--- src/rtl/decoder_3to8_pkg.sv ---
// Shared constants and small helpers for the registered 3-to-8 line decoder.
package decoder_3to8_pkg;

    localparam int DEC_WIDTH = 8;
    localparam int SEL_WIDTH = $clog2(DEC_WIDTH);

    typedef logic [DEC_WIDTH-1:0] dec_vec_t;
    typedef logic [SEL_WIDTH-1:0] dec_sel_t;

    // Map a positive-logic decode onto the configured output polarity.
    function automatic dec_vec_t apply_polarity(input dec_vec_t pos_val, input bit active_low);
        dec_vec_t result;
        if (active_low) begin
            result = ~pos_val;
        end else begin
            result = pos_val;
        end
        return result;
    endfunction

    // Value seen on the output with every line deasserted.
    function automatic dec_vec_t idle_value(input bit active_low);
        return apply_polarity({DEC_WIDTH{1'b0}}, active_low);
    endfunction

    // True when the vector is zero or has exactly one bit set.
    function automatic bit is_zero_or_onehot(input dec_vec_t v);
        return (v & (v - dec_vec_t'(1))) == {DEC_WIDTH{1'b0}};
    endfunction

endpackage

--- src/rtl/decoder_3to8_core.sv ---
// Purely combinational positive-logic decode: enabled select becomes a one-hot vector.
module decoder3to8_core
    import decoder_3to8_pkg::*;
(
    input  logic [SEL_WIDTH-1:0] A,
    input  logic                 E,
    output logic [DEC_WIDTH-1:0] Y
);

    logic [DEC_WIDTH-1:0] onehot_s;

    // One-hot decode of the select, gated by the enable.
    always_comb begin
        onehot_s = {DEC_WIDTH{1'b0}};
        if (E) begin
            onehot_s = {{(DEC_WIDTH-1){1'b0}}, 1'b1} << A;
        end else begin
            onehot_s = {DEC_WIDTH{1'b0}};
        end
    end

    assign Y = onehot_s;

endmodule

--- src/rtl/decoder_3to8.sv ---
// Registered 3-to-8 line decoder with enable, selectable output polarity and optional output register.
module decoder_3to8
    import decoder_3to8_pkg::*;
#(
    parameter bit ACTIVE_LOW = 1'b0,
    parameter bit OUT_REG    = 1'b1
) (
    input  logic                 clk,
    input  logic                 rst,
    input  logic [SEL_WIDTH-1:0] A,
    input  logic                 E,
    output logic [DEC_WIDTH-1:0] Y
);

    logic [DEC_WIDTH-1:0] pos_s;
    logic [DEC_WIDTH-1:0] pol_s;

    decoder3to8_core u_core (
        .A (A),
        .E (E),
        .Y (pos_s)
    );

    assign pol_s = apply_polarity(pos_s, ACTIVE_LOW);

    generate
        if (OUT_REG) begin : g_reg
            logic [DEC_WIDTH-1:0] y_r;

            // Output register; reset parks every line at its deasserted level.
            always_ff @(posedge clk or posedge rst) begin
                if (rst) begin
                    y_r <= idle_value(ACTIVE_LOW);
                end else begin
                    y_r <= pol_s;
                end
            end

            assign Y = y_r;
        end else begin : g_comb
            // Clock and reset have no role in the combinational build.
            logic unused_s;
            assign unused_s = clk ^ rst;
            assign Y        = pol_s;
        end
    endgenerate

endmodule

--- config.mk ---
export PLATFORM = sky130hd
export DESIGN_NAME = decoder_3to8
export DESIGN_NICKNAME = d
export VERILOG_FILES = /design/src/rtl/decoder_3to8_pkg.sv /design/src/rtl/decoder_3to8_core.sv /design/src/rtl/decoder_3to8.sv
export SDC_FILE = /design/constraint.sdc
export NUM_CORES = 1
export LEC_CHECK = 0
export BUFFER_PORTS_ARGS = -buffer_cell sky130_fd_sc_hd__clkbuf_2
export CORE_AREA = 2 2 39 41
export CTS_CLUSTER_SIZE = 12
export DETAILED_ROUTE_END_ITERATION = 6
export DIE_AREA = 0 0 41 43
export REMOVE_ABC_BUFFERS = 1
export SLEW_MARGIN = 15
export SYNTH_ARGS = -nofsm -noshare
export SYNTH_HDL_FRONTEND = slang
export SYNTH_HIERARCHICAL = 1
export SYNTH_SLANG_ARGS = --single-unit
--- constraint.sdc ---
create_clock -name clk -period 0.8 [get_ports clk]
set_input_delay 0.2 -clock clk [delete_from_list [all_inputs] [get_ports clk]]
set_output_delay 0.2 -clock clk [all_outputs]
set_load 0.01 [all_outputs]
# Word level (Yosys, flattened, before mapping)
# Cells that the tools add are included.
dict set report classes {
  n_shift 1
  mux 1
}
# cell count
set op_table {}
lappend op_table {{two-way mux 8 bit} 1}
lappend op_table {{left shift 1 x 3 -> 8 bit, first input constant} 1}
dict set report totals {
  register_bits 8
  elab_cells 3
  output_inout_bits 8
  inputBits 6
}

# Logic depth before layout (Yosys ltp)
dict set report logic_depth {
  word_depth 2
  depth_mapped 1
  depth_no_buf 1
}

# Cells and area by module
# Netlist, hierarchy kept.
# mod seq_area_each_um2 area_per_inst_um2 instances cells_per_inst
set modules_own_cells {}
lappend modules_own_cells {decoder_3to8 200.2 203.9 1 9}
lappend modules_own_cells {decoder3to8_core 0.0 95.1 1 8}

# Worst setup path before layout
# OpenSTA, ideal clock, no wires.
dict set report synth_path {
  kind {reg-to-output}
  from {register g_reg.y_r[0], in the netlist Y[0]}
  to {output Y[0]}
  t_arrival_ps 376
  path_stages_with_launch 1
  setup_slack_ps 224
  required_ps 600
  n_path_buf 0
  cell_sequence {dfrtp_1}
}
# item line_no
set synth_rtl {}
lappend synth_rtl {{from (decl)} decoder_3to8.sv:28} ;# logic [DEC_WIDTH-1:0] y_r;
lappend synth_rtl {{from (signal assigned)} decoder_3to8.sv:33} ;# y_r <= idle_value(ACTIVE_LOW);
lappend synth_rtl {{from (signal assigned)} decoder_3to8.sv:35} ;# y_r <= pol_s;
lappend synth_rtl {{to (decl)} decoder_3to8.sv:12} ;# output logic [DEC_WIDTH-1:0] Y
# No word-level cell between the ends.

# Final worst setup path
dict set report layout_path {
  from {register g_reg.y_r[1], in the netlist Y[1]}
  to {output Y[1]}
}
# No word-level cell between the ends.

==> flow_summary.yaml <==
timing:
  tns_ns: -0.960
  finalMaxSlewViolations: 0
  setup_violations: 8
  fin_ws_ns: -0.130
  rsz0062_at_grt: "true"
  slew_headroom_pct: 80.6
  tightest_slew_ns: 0.291
  fin_crit_sh_pct: 116
  finalHoldViolCount: 0
  fmax_ghz: 1.07
  min_period_ns: 0.930
power:
  power.density_nw_per_um2: 1870
  ir_worst_vdd_uv: 643
  net-switching-power_mw: 0.160
  p_seq_share_pct: 53.7
  clkPwrFrac_pct: 37.4
  p_total_mw: 0.778
  internal_power_mw: 0.618
  power_frac_comb_pct: 8.9
  cellLeakagePower_nw: 0.230
  p_sw_share_pct: 20.6
die:
  core-area_um2: 1380
  die_area_um2: 1760
  io_pins: 14
  die_h_um: 43
  fp.dieW_um: 41
  floorplan.initialDensity_pct: 21.6
  rows: 14
cells_and_area:
  diodes: 0
  areaGrowthSynthToFinish_pct: 39.3
  nNetsFinal: 42
  largest_reg_flops: 8
  ff_latch_area_um2: 200
  nFillCells: 152
  fin_util_pct: 30.1
  drive_above_1_share_pct: 61.8
  stdcell_count: 50
  final_area_um2: 417
  multi_input_area_um2: 95.1
synth:
  synth_most_common_cell: "dfrtp_1"
  synth_edf_count: 0
  synth_cell_types: 8
  synthTopCellsByCount: "8 x dfrtp_1, 2 x and4b_2, 2 x and4bb_1"
  yosysTopAreaCellShare_pct: 66.9
  synth_top_cell_by_area: "dfrtp_1"
  synth.top_cells.by_area: "dfrtp_1 67%, and4bb_1 8.4%, and4b_2 7.5%, nor4b_2 5.0%, and4bb_2 4.2%"
  syn_area_um2: 299
  synthArstFlopShare_pct: 100
  post_synth_inst_count: 17
  yosys_warnings: 6
  avgSynthCellArea_um2: 17.6
  ys_seq_area_share_pct: 66.9
  yosys_register_bits: 8
  ys.flop_type: "dfrtp_1"
routing:
  wire_per_inst_um: 10.3
  vias: 201
  via_per_inst: 4.02
  final_antenna_net_count: 0
  drc: 0
  routed_wirelength_um: 516
  drt_iter0_drc: 2
  first_pass_iters: 4
global_routing:
  grt_use_total_pct: 7.11
  overflow: 0
  grt_pass1_wl_um: 814
  antenna_found_initial: 0
  grt_pass1_vias: 185
  grt_max_degree: 9
critical_path:
  cp-start-kind: "flip-flop"
  critical_path_class: "flip-flop to primary output"
  critical_path.max_stage_delay_ns: 0.36
  path_buf_inv: 1
  arrival_ns: 0.73
  slowest_stage: "dfrtp_1"
  crit_path_cell_trace: "clkbuf_2"
  crit_family: "flip-flops"
  cp_max_fo: 1
  cp-end-kind: "primary output"
  crit_required_ns: 0.60
clocking:
  clk_pin_slew_worst_paths_ns: 0.05
  clock_sinks: 8
  cts_tree: "done"
  cts_max_path_buffers: 2
  root_buffer: "clkbuf_4"
  numCtsBuffers: 3
  htreeDepth: 1
  cts_setup_buffers: 0
min_path:
  worstHoldPathType: "input port to flip-flop"
placed_design:
  dp_cells: 46
  gp_congestion: 0.593
  placed_area_um2: 384
  dp_hpwl_um: 388
  io_buffers: 13
outcome:
  status: "finished, violations left"
  violations: "negative setup slack"
flow_run:
  drv_cap: 0
-- placed cells by master (no fill, tap or decap) --
master          n
dlygate4sd3_1   1
clkbuf_2       13
dfrtp_1         8
and4bb_2        1
inv_1           1
and4bb_1        2
and4b_1         1
and4b_2         2
clkbuf_4        3
nor4b_2         1
and4_2          1
-- power by group through the flow --
stage,Clock (mW),Combinational (mW),Sequential [mW]
2_1_floorplan,0,0.0215,0.431
3_3_place_gp,0,0.0651,0.425
3_5_place_dp,0,0.0666,0.425
4_1_cts,0.307,0.0708,0.418
5_1_grt,0.336,0.0780,0.418
6_report,0.291,0.0695,0.418
-- final timing paths --
check | slack [ns] | end | cells after the start | startpoint
max in group asynchronous | 0.16 | Y[7]$_DFF_PP0_ | 3 | rst
min in group asynchronous | 0.42 | Y[5]$_DFF_PP0_ | 3 | rst
hold / removal | 0.21 | Y[0]$_DFF_PP0_ | 2 | A[0]
setup / recovery | -0.13 | Y[1] | 1 | Y[1]$_DFF_PP0_
-- area by class of cell --
class / count / area share [%]
Timing Repair Buffer: 14 / 18.0
Inverter: 1 / 0.901
Multi-Input combinational cell: 8 / 22.8
Clock buffer: 3 / 5.41
Sequential cell: 8 / 48.0
Tap cell: 16 / 4.80
-- metal layers --
layer | track usage [%] | part of all wire, % | up-vias
li1 | - | - | 101
met1 | 10.7 | 49 | 87
met2 | 8.13 | 36 | 13
met3 | 1.57 | 15 | 0
met4 | 6.00 | 0 | 0
met5 | 0 | 0 | -
-- logic make-up after synthesis --
family | synth area share [%]
buffers and inverters | 1.25
and+or+nand+nor | 31.8
DFF | 66.9
-- metrics by stage --
| stage | setup slack, ns | hold slack (ns) |
|---|---|---|
| final | -0.130 | 0.206 |
| after global routing | -0.174 | 0.218 |
| after CTS | -0.144 | 0.195 |
| after detailed placement | 0.0879 | 0.138 |
| after global placement | 0.0877 | 0.137 |
| after floorplan | 0.224 | 0.0157 |
-- what timing repair did --
action | in CTS | in global routing
endpoints found under the setup margin | 8 | 8
gates resized for setup | 0 | 0
hold buffers | 1 | 0
hold endpoints to repair | 8 | 0
(Power assumes the default switching activity.)
